**config.mk**
```make
export PLATFORM = sky130hd
export DESIGN_NAME = datapath_ctrl
export DESIGN_NICKNAME = d
export VERILOG_FILES = /design/src/rtl/datapath_ctrl_pkg.sv /design/src/rtl/ctrl_decode.sv /design/src/rtl/datapath_ctrl.sv
export SDC_FILE = /design/constraint.sdc
export NUM_CORES = 1
export LEC_CHECK = 0
export ABC_CLOCK_PERIOD_IN_PS = 2100
export BUFFER_PORTS_ARGS = -buffer_cell sky130_fd_sc_hd__buf_2
export CORE_ASPECT_RATIO = 0.8
export CORE_MARGIN = 2
export CORE_UTILIZATION = 50
export CTS_BUF_LIST = sky130_fd_sc_hd__clkbuf_4 sky130_fd_sc_hd__clkbuf_8
export CTS_CLUSTER_SIZE = 25
export DETAILED_ROUTE_END_ITERATION = 8
export PLACE_DENSITY = 0.82
export SLEW_MARGIN = 20
export SYNTH_ARGS = -nofsm -noshare
export SYNTH_HDL_FRONTEND = slang
export SYNTH_SLANG_ARGS = --single-unit
```
**constraint.sdc**
```tcl
create_clock -name clk -period 2.1 [get_ports clk]
set_input_delay 0.42 -clock clk [delete_from_list [all_inputs] [get_ports clk]]
set_output_delay 0.42 -clock clk [all_outputs]
set_load 0.01 [all_outputs]
```
**src/rtl/datapath_ctrl_pkg.sv**
```systemverilog
// Shared control encodings: FSM states, opcodes, ALU operations and immediate formats.
// The datapath ALU and immGen import the same package so the codes stay in one place.
package datapath_ctrl_pkg;

    typedef enum logic [2:0] {
        S_IDLE   = 3'd0,
        S_FETCH  = 3'd1,
        S_DECODE = 3'd2,
        S_EXEC   = 3'd3,
        S_MEM    = 3'd4,
        S_WB     = 3'd5,
        S_HALT   = 3'd6
    } state_t;

    typedef enum logic [2:0] {
        CL_R,
        CL_IALU,
        CL_LW,
        CL_SW,
        CL_BR,
        CL_ILL
    } iclass_t;

    localparam logic [6:0] OP_R    = 7'b0110011;
    localparam logic [6:0] OP_IALU = 7'b0010011;
    localparam logic [6:0] OP_LW   = 7'b0000011;
    localparam logic [6:0] OP_SW   = 7'b0100011;
    localparam logic [6:0] OP_BR   = 7'b1100011;

    typedef enum logic [2:0] {
        ALU_ADD = 3'b000,
        ALU_SUB = 3'b001,
        ALU_AND = 3'b010,
        ALU_OR  = 3'b011,
        ALU_XOR = 3'b100,
        ALU_SLT = 3'b101,
        ALU_SLL = 3'b110,
        ALU_SRL = 3'b111
    } aluop_t;

    typedef enum logic [1:0] {
        IMM_I = 2'b00,
        IMM_S = 2'b01,
        IMM_B = 2'b10
    } immsel_t;

    // ALU selection for register and immediate arithmetic; sub only applies to R-type.
    function automatic aluop_t alu_from_funct3(input logic [2:0] funct3, input logic sub);
        case (funct3)
            3'b000:  return sub ? ALU_SUB : ALU_ADD;
            3'b111:  return ALU_AND;
            3'b110:  return ALU_OR;
            3'b100:  return ALU_XOR;
            3'b010:  return ALU_SLT;
            3'b001:  return ALU_SLL;
            default: return ALU_SRL;
        endcase
    endfunction

endpackage

```
**src/rtl/ctrl_decode.sv**
```systemverilog
// Combinational instruction classifier: maps the latched IR to class, ALU op,
// immediate format, operand select and the illegal indication.
module ctrl_decode
    import datapath_ctrl_pkg::*;
(
    input  logic [31:0] ir,
    output iclass_t     iclass,
    output aluop_t      aluop,
    output immsel_t     immsel,
    output logic        alusrc,
    output logic        illegal
);

    logic [6:0] opcode;
    logic [2:0] funct3;
    logic       unused_ir_bits;

    assign opcode         = ir[6:0];
    assign funct3         = ir[14:12];
    assign unused_ir_bits = ^{ir[31], ir[29:15], ir[11:7]};

    // NOTE: every output gets a default before the case so no path leaves one unassigned (no latch).
    always_comb begin
        iclass = CL_ILL;
        aluop  = ALU_ADD;
        immsel = IMM_I;
        alusrc = 1'b0;
        case (opcode)
            OP_R: begin
                iclass = CL_R;
                aluop  = alu_from_funct3(funct3, ir[30]);
            end
            OP_IALU: begin
                iclass = CL_IALU;
                aluop  = alu_from_funct3(funct3, 1'b0);
                alusrc = 1'b1;
            end
            OP_LW: if (funct3 == 3'b010) begin
                iclass = CL_LW;
                alusrc = 1'b1;
            end
            OP_SW: if (funct3 == 3'b010) begin
                iclass = CL_SW;
                immsel = IMM_S;
                alusrc = 1'b1;
            end
            OP_BR: if (funct3 == 3'b000 || funct3 == 3'b001) begin
                iclass = CL_BR;
                aluop  = ALU_SUB;
                immsel = IMM_B;
            end
            default: ;
        endcase
        illegal = (iclass == CL_ILL);
    end

endmodule

```
**src/rtl/datapath_ctrl.sv**
```systemverilog
// Multi-cycle control FSM for the single-issue datapath: sequences FETCH through WB,
// drives datapath strobes from state and IR, counts retired instructions.
module datapath_ctrl
    import datapath_ctrl_pkg::*;
#(
    parameter int CNT_W = 16
) (
    input  logic             clk,
    input  logic             rst,
    input  logic             start,
    input  logic [31:0]      instruction,
    input  logic             zero,
    output logic             PCsrc,
    output logic             ALUsrc,
    output logic             memReadWrite,
    output logic             memToReg,
    output logic             RegWrite,
    output logic [1:0]       immSel,
    output logic [2:0]       ALUop,
    output logic             pc_en,
    output logic             busy,
    output logic             illegal,
    output logic [CNT_W-1:0] retired,
    output logic [2:0]       state
);

    state_t     state_q, state_d;
    logic [31:0] ir;
    iclass_t    dec_class;
    aluop_t     dec_aluop;
    immsel_t    dec_immsel;
    logic       dec_alusrc;
    logic       dec_illegal;

    ctrl_decode u_decode (
        .ir      (ir),
        .iclass  (dec_class),
        .aluop   (dec_aluop),
        .immsel  (dec_immsel),
        .alusrc  (dec_alusrc),
        .illegal (dec_illegal)
    );

    assign state = state_q;

    // NOTE: sequential state uses non-blocking assignments so every flop samples pre-edge values.
    always_ff @(posedge clk or posedge rst) begin
        if (rst) begin
            state_q <= S_IDLE;
            ir      <= '0;
            illegal <= 1'b0;
            retired <= '0;
        end else begin
            state_q <= state_d;
            if (state_q == S_FETCH)
                ir <= instruction;
            if (state_q == S_DECODE && dec_illegal)
                illegal <= 1'b1;
            if (pc_en)
                retired <= retired + CNT_W'(1);
        end
    end

    always_comb begin
        state_d      = state_q;
        PCsrc        = 1'b0;
        ALUsrc       = 1'b0;
        memReadWrite = 1'b0;
        memToReg     = 1'b0;
        RegWrite     = 1'b0;
        immSel       = IMM_I;
        ALUop        = ALU_ADD;
        pc_en        = 1'b0;
        busy         = (state_q != S_IDLE) && (state_q != S_HALT);

        // Operand selects hold from DECODE until the instruction's last state.
        if (state_q inside {S_DECODE, S_EXEC, S_MEM, S_WB}) begin
            ALUsrc = dec_alusrc;
            immSel = dec_immsel;
            ALUop  = dec_aluop;
        end

        case (state_q)
            S_IDLE:   if (start) state_d = S_FETCH;
            S_FETCH:  state_d = S_DECODE;
            S_DECODE: state_d = dec_illegal ? S_HALT : S_EXEC;
            S_EXEC: begin
                case (dec_class)
                    CL_R, CL_IALU: state_d = S_WB;
                    CL_LW, CL_SW:  state_d = S_MEM;
                    CL_BR: begin
                        // funct3[0] distinguishes BNE from BEQ.
                        PCsrc   = ir[12] ? ~zero : zero;
                        pc_en   = 1'b1;
                        state_d = S_FETCH;
                    end
                    default: state_d = S_HALT;
                endcase
            end
            S_MEM: begin
                if (dec_class == CL_SW) begin
                    memReadWrite = 1'b1;
                    pc_en        = 1'b1;
                    state_d      = S_FETCH;
                end else begin
                    state_d = S_WB;
                end
            end
            S_WB: begin
                RegWrite = 1'b1;
                memToReg = (dec_class == CL_LW);
                pc_en    = 1'b1;
                state_d  = S_FETCH;
            end
            S_HALT:   state_d = S_HALT;
            default:  state_d = S_IDLE;
        endcase
    end

endmodule
```
Word-level counts from Yosys, hierarchy flattened. Index checks and enable logic that the tools add are counted.

Add/sub/neg operators: 1. Bitwise logic cells: 1. Eq/ne operators: 23. Reduce and logical (&&, ||, !) cells: 11. Muxes and demuxes: 31.

Operators by type and width (number): one-hot mux 3 bit (6 select lines) (2); equality test 3 bit (second input constant) (8); one-hot mux 3 bit (7 select lines) (1); two-way mux 3 bit (6); one-hot mux 3 bit (3 select lines) (2); adder 16 x 1 -> 16 bit (second input constant) (1); equality test 3 x 2 -> 1 bit (second input constant) (5); one-hot mux 3 bit (5 select lines) (1); equality test 7 x 6 -> 1 bit (second input constant) (2); two-way mux 1 bit (14); equality test 3 x 1 -> 1 bit (second input constant) (3); zero test 3 bit (3); equality test 7 x 2 -> 1 bit (second input constant) (1); equality test 7 x 5 -> 1 bit (second input constant) (1); equality test 7 bit (second input constant) (1); OR reduction 2 bit (3); two-way mux 2 bit (2); one-hot mux 2 bit (2 select lines) (1); nonzero test 4 bit (1); inequality test 3 bit (second input constant) (1); one-hot mux 1 bit (3 select lines) (1); nonzero test 3 bit (1); logical AND 1 bit (2); inequality test 2 bit (second input constant) (1); 3 further kinds (3).

Output and inout bits: 32. Logic and storage cells: 71. Register bits after elaboration: 51.

Depth between registers and ports, before layout. Gate-level depths: netlist of run 1.

Depth after elaboration: 8. Depth in mapped cells: 7. Gate-level depth less buffers: 6.

Hierarchy. Synthesis of run 1 repeated with hierarchy kept, for this count alone.

Cells, all modules: 212. Area, all modules: 2583.7 µm².

Modules (own cells, without submodules): datapath_ctrl (cells each 178, seq. area each 1301.2 µm², area an instance 2364.8 µm², instances 1); ctrl_decode (cells each 34, seq. area each 0.0 µm², area an instance 219.0 µm², instances 1).

Worst setup path before layout of run 1. No wires, ideal clock.

Path type: register to output. From: reg ir[2]. To: out PCsrc. Cell stages (with the launch flop): 5. Arrival: 1.619 ns. Buffers on the path: 0. Data required time: 1.680 ns. Setup slack: 0.061 ns. Cell sequence: dfrtp_1 nand4bb_1 nand2b_2 or4_1 nor3_1.

Word-level cells in the longest chain between the ends: 5.

Ends and longest elaborated chain: start, declared (RTL line datapath_ctrl.sv:28) `logic [31:0] ir;`; start signal, assigned (RTL line datapath_ctrl.sv:56) `ir <= instruction;`; equality test 7 bit, or another cell as far along (RTL line ctrl_decode.sv:28) `case (opcode)`; one-hot mux 3 bit (5 select lines) * (RTL line ctrl_decode.sv:28); equality test 3 bit * (RTL line datapath_ctrl.sv:88) `case (dec_class)`; two-way mux 1 bit * (RTL line datapath_ctrl.sv:88); two-way mux 1 bit * (RTL line datapath_ctrl.sv:83) `case (state_q)`; end, declared (RTL line datapath_ctrl.sv:13) `output logic PCsrc,`.

Every way passes the cells marked *; elsewhere a longest branch is shown, timed or not.

Final worst setup path of run 1. Same ends and word-level chain as after synthesis.

==> impl_metrics.tcl, run 1 <==
set metrics [dict create \
    drc_errors 0 \
    cts-htree-levels 2 \
    power_density_nw_per_um2 1230 \
    cts_buffer_depth 2 \
    dieArea_sq_um 3840 \
    power_uw 2870 \
    p_int_uw 1810 \
    drv_cap 0 \
    cp_slowest_cell "or4_4" \
    multi_input_area_sq_um 898 \
    status "finished with violations" \
    violations "negative setup slack" \
    path_clk_slew_ns 0.07 \
    drv_slew 0 \
    power.share.clock_pct 21.4 \
    row_count 18 \
    fin_crit_sh_pct 106 \
    antenna_found_initial 0 \
    comb_power_share_pct 45.5 \
    async_reset_ff_share_pct 100 \
    ant_nets 0 \
    ys_ff_latch 31 \
    syn_avg_cell_area_sq_um 10.7 \
    die_y_microns 55.9 \
    wirelength_mm 4.62 \
    synth_area_leaders "dfrtp_1, xnor2_1, mux2_2, o21ai_0, o2111ai_1" \
    seq_power_share_pct 33.1 \
    vias_per_cell 5.80 \
    netSwitchingPower_uw 1070 \
    grt_max_degree 32 \
    port_buffers 46 \
    clkSinkCount 31 \
    worst_setup_path_end_kind "output port" \
    synthCells 157 \
    final_cells 276 \
    final_area_sq_um 2340 \
    area_growth_pct 39.3 \
    dp_hpwl_mm 2.68 \
    crit_path_cell_trace "nand4bb_1 > nand2b_4 > or4_4 > nor3_2 > buf_2" \
    p_leak_uw 0.00113 \
    io_pins 68 \
    synth_warnings 0 \
    period_needed_ns 2.23 \
    clk_latency_ns 0.29 \
    netlist_area_sq_um 1680 \
    crit_required_ns 1.68 \
    relSlewSlack_pct 71.1 \
    switching_share_pct 37.1 \
    grt_pass1_vias 1442 \
    fin_skew_ns 0.00805 \
    cts_buffers 5 \
    vdd_ir_drop_max_mv 0.804 \
    place_inst 252 \
    r2r_start "state[1]" \
    layout_common_cells "buf_2, buf_4, dfrtp_1, xnor2_1, mux2_2" \
    drtIter0Drc 189 \
    critPathLaunchType "register" \
    final_nets 273 \
    drive_gt1_share_pct 50.4 \
    vias 1601 \
    synth-edff-count 0 \
    grt_use_total_pct 24.6 \
    layout_setup_ws_ns -0.131 \
    drtPass1Iterations 4 \
    synth.distinct_cells 47 \
    synth_top_area_share_pct 46.2 \
    num-fill-cells 230 \
    die-width_microns 68.8 \
    tightestPinTransition_ns 0.433 \
    slowest_delay_ns 0.46 \
    setup_tns_ns -0.900 \
    critPathLaunch "ir[2]" \
    layout_commonest_cell "buf_2" \
    antennaDiodeCount 0 \
    wl_per_cell_microns 16.8 \
    cts_root_buf "clkbuf_8" \
    cts_tree "yes" \
    yosysSeqAreaShare_pct 46.2 \
    crit_type "reg -> out" \
    cp_max_fo 4 \
    syn_nets 195 \
    grt_overflow 0 \
    synth_top_area_cell "dfrtp_1" \
    ys.flop_type "dfrtp_1" \
    fmax_ghz 0.448 \
    gp_congestion 0.836 \
    dp_slack_ns 0.0720 \
    ff_latch_area_sq_um 778 \
    critPathArrivalTime_ns 1.81 \
    hp-class "in -> async" \
    rsz0062_at_grt "true" \
    final-setup-viol-count 8 \
    core_area_sq_um 3150 \
    initial_core_util_pct 53.3 \
    grt_pass1_wl_mm 6.98 \
    placed_area_sq_um 2030 \
    hold_violations 0 \
]
[state kept, by name (all words and copies together) (netlist names)]
| name | cells |
|---|---|
| illegal | 1 |
| ir | 11 |
| retired | 16 |
| state | 3 |
[power groups by stage]
stage	combinational [uW]	clock, uW	sequential, uW
after global placement	967	0	928
final	1310	614	951
after CTS	1170	618	933
after global routing	1400	651	980
after floorplan	666	0	928
after detailed placement	1000	0	939
[critical path, delay by kind of cell (launching register included)]
| family | cells | cell delay (ns) |
|---|---|---|
| buffers and inverters | 1 | 0.14 |
| AND/OR/NAND/NOR | 4 | 1.01 |
| flip-flops | 1 | 0.37 |
[final timing paths]
check	slack [ns]	endpoint	cells past startpoint
max in group asynchronous	1.60	state[2]	3
setup reg to reg	-0.13	retired[12]	10
setup / recovery	-0.13	PCsrc	5
hold / removal	0.19	retired[0]	3
hold reg to reg	0.47	illegal	1
min in group clk	0.33	ir[14]	3
[routing by layer]
metal	part of all wire [%]	wire length (microns)	GRT usage (%)
met5	0	0	0
met4	4.1	190	10.6
met3	8.1	374	6.07
met2	48	2240	36.7
met1	39	1820	33.8
[area by class of cell]
cell class / instances / area share [%]
clock buffers: 6 / 3.53
clock inverters: 2 / 1.50
inverters: 6 / 0.962
multi-input cells: 113 / 38.4
flip-flops and latches: 31 / 33.2
well taps: 40 / 2.14
repair buffers: 78 / 20.3
[what timing repair did]
action,CTS,global route
endpoints found under the setup margin,10,13
gates resized for setup,13,10
pin swaps,6,11
buffers inserted,11,5
hold buffers,0,0
[cell families (layout without fill, tap and decap cells)]
logic type	after synthesis	in the layout	synth area share (%)
compound gates	30	30	12.1
fa+ha+maj	2	2	1.49
simple gates	54	54	20.0
flops	31	31	46.2
buf+inv	13	92	4.54
xor+xnor	16	16	8.34
mux	11	11	7.37
[per-stage QoR]
step,util (%),hold WS [ns]
after floorplan,-,0.473
after global placement,64.3,0.446
after detailed placement,64.3,0.463
after CTS,72.5,0.204
after global routing,74.2,0.221
final,74.2,0.191
[Yosys cell counts (2+ instances only)]
cell	number
and3_1	5
nor2_1	10
inv_1	6
o211ai_1	2
nand2b_1	2
o21ai_0	9
ha_1	2
o22ai_1	2
a21oi_1	4
or4_1	2
clkbuf_1	3
o2111ai_1	5
nand4_1	2
nand3_1	5
nand2_1	6
nor3_1	4
xnor2_1	16
and2_1	2
nor2b_1	2
buf_6	2
dfrtp_1	31
mux2_2	10
Power figures use the tool's default switching activity.
==> run 2: changes to the inputs <==
- SKIP_CTS_REPAIR_TIMING: default -> 1
==> impl_metrics.tcl, run 2 (synthesis gave the netlist of run 1 again) <==
set metrics [dict create \
    status "finished with violations" \
    violations "negative setup slack" \
    r2r_start "ir[13]" \
    wl_per_cell_microns 16.2 \
    hold_violations 0 \
    cts_root_buf "clkbuf_8" \
    vias 1545 \
    power_uw 2820 \
    path_clk_slew_ns 0.07 \
    largest_register_ff_count 16 \
    hp-class "in -> async" \
    layout_common_cells "buf_2, dfrtp_1, buf_4, xnor2_1, mux2_2" \
    io_pins 68 \
    drive_gt1_share_pct 48.5 \
    cts_buffer_depth 2 \
    vias_per_cell 5.74 \
    crit_required_ns 1.68 \
    utilization_pct 73.3 \
    final_area_sq_um 2310 \
    grt_pass1_wl_mm 6.39 \
    crit_type "reg -> out" \
    drtPass1Iterations 5 \
    port_buffers 46 \
    ant_nets 0 \
    placed_area_sq_um 2030 \
    rrSetupSlack_ns 0.08 \
    dp_hpwl_mm 2.68 \
    final-setup-viol-count 6 \
    setup_tns_ns -0.526 \
    relSlewSlack_pct 70.7 \
    power_density_nw_per_um2 1220 \
    critPathLaunchType "register" \
    layout_setup_ws_ns -0.155 \
    fmax_ghz 0.444 \
    clk_latency_ns 0.29 \
    clkSinkCount 31 \
    critPathArrivalTime_ns 1.83 \
    period_needed_ns 2.25 \
    wirelength_mm 4.37 \
    grt_overflow 0 \
    place_inst 252 \
    cts-htree-levels 2 \
    antennaDiodeCount 0 \
    grt_use_total_pct 22.4 \
    rsz0062_at_grt "true" \
    vdd_ir_drop_max_mv 0.717 \
    area_growth_pct 37.5 \
    reg2reg_depth 8 \
    dieArea_sq_um 3840 \
    num-fill-cells 237 \
    fin_crit_sh_pct 107 \
    final_cells 269 \
    cts_buffers 5 \
    antenna_found_initial 0 \
    worst_setup_path_end_kind "output port" \
    fin_skew_ns 0.00835 \
    drv_cap 0 \
    cts_tree "yes" \
    row_count 18 \
    tightestPinTransition_ns 0.440 \
    grt_pass1_vias 1358 \
    gp_congestion 0.836 \
    core_area_sq_um 3150 \
    cp_max_fo 5 \
    grt_max_degree 32 \
    die-width_microns 68.8 \
    top_register "retired" \
    layout_commonest_cell "buf_2" \
    drtIter0Drc 110 \
    drv_slew 0 \
    p_leak_uw 0.00110 \
    initial_core_util_pct 53.3 \
    die_y_microns 55.9 \
    final_nets 266 \
    worstReg2RegEnd "retired[14]" \
    drc_errors 0 \
]
run 2: changes by cell type in the layout (fill, tap and decap cells not counted), moves of 2 or more:
cell	change
o21ai_0	+4
buf_4	-8
o21ai_1	-4
buf_2	-2
buf_6	+3
nor2_2	-2
run 2: worst max-delay path by stage:
stage	start	endpoint	slack (ns)
floorplan	ir[2]	PCsrc	0.06
global placement	ir[2]	PCsrc	0.04
detailed placement	ir[2]	PCsrc	0.07
CTS	ir[2]	PCsrc	-0.24
global route	ir[2]	PCsrc	-0.21
finish	ir[2]	PCsrc	-0.15
run 2: layer usage:
metal	GRT usage (%)	wire, microns	vias up
met4	10.4	156	0
li1	-	-	710
met2	31.7	2140	89
met3	6.48	284	23
met5	0	0	-
met1	31.4	1800	723
run 2: worst max-delay path, stage by stage, from the launching register on:
cell,delay [ns]
dfrtp_1,0.37
nand4bb_1,0.22
nand2b_4,0.18
or4_4,0.47
nor3_2,0.16
buf_2,0.15
run 2: cell type report:
type | count | area [sq um] | area share [%]
Sequential cell | 31 | 778 | 33.7
Clock inverter | 2 | 35.0 | 1.52
Clock buffer | 6 | 82.6 | 3.57
Tap cell | 40 | 50.0 | 2.17
Inverter | 6 | 22.5 | 0.975
Multi-Input combinational cell | 113 | 905 | 39.1
Timing Repair Buffer | 71 | 438 | 18.9
run 2: report_power, final:
| group | leakage, uW | switching, uW | internal, uW |
|---|---|---|---|
| logic | 0.000646 | 636 | 632 |
| clock network | 0.0000612 | 231 | 383 |
| registers | 0.000393 | 174 | 766 |
run 2: per-stage QoR:
step                      setup slack (ns)  hold slack (ns)
after floorplan                     0.0612            0.473
after global placement              0.0420            0.446
after detailed placement            0.0720            0.463
after CTS                           -0.240            0.204
after global routing                -0.208            0.224
final                               -0.155            0.193
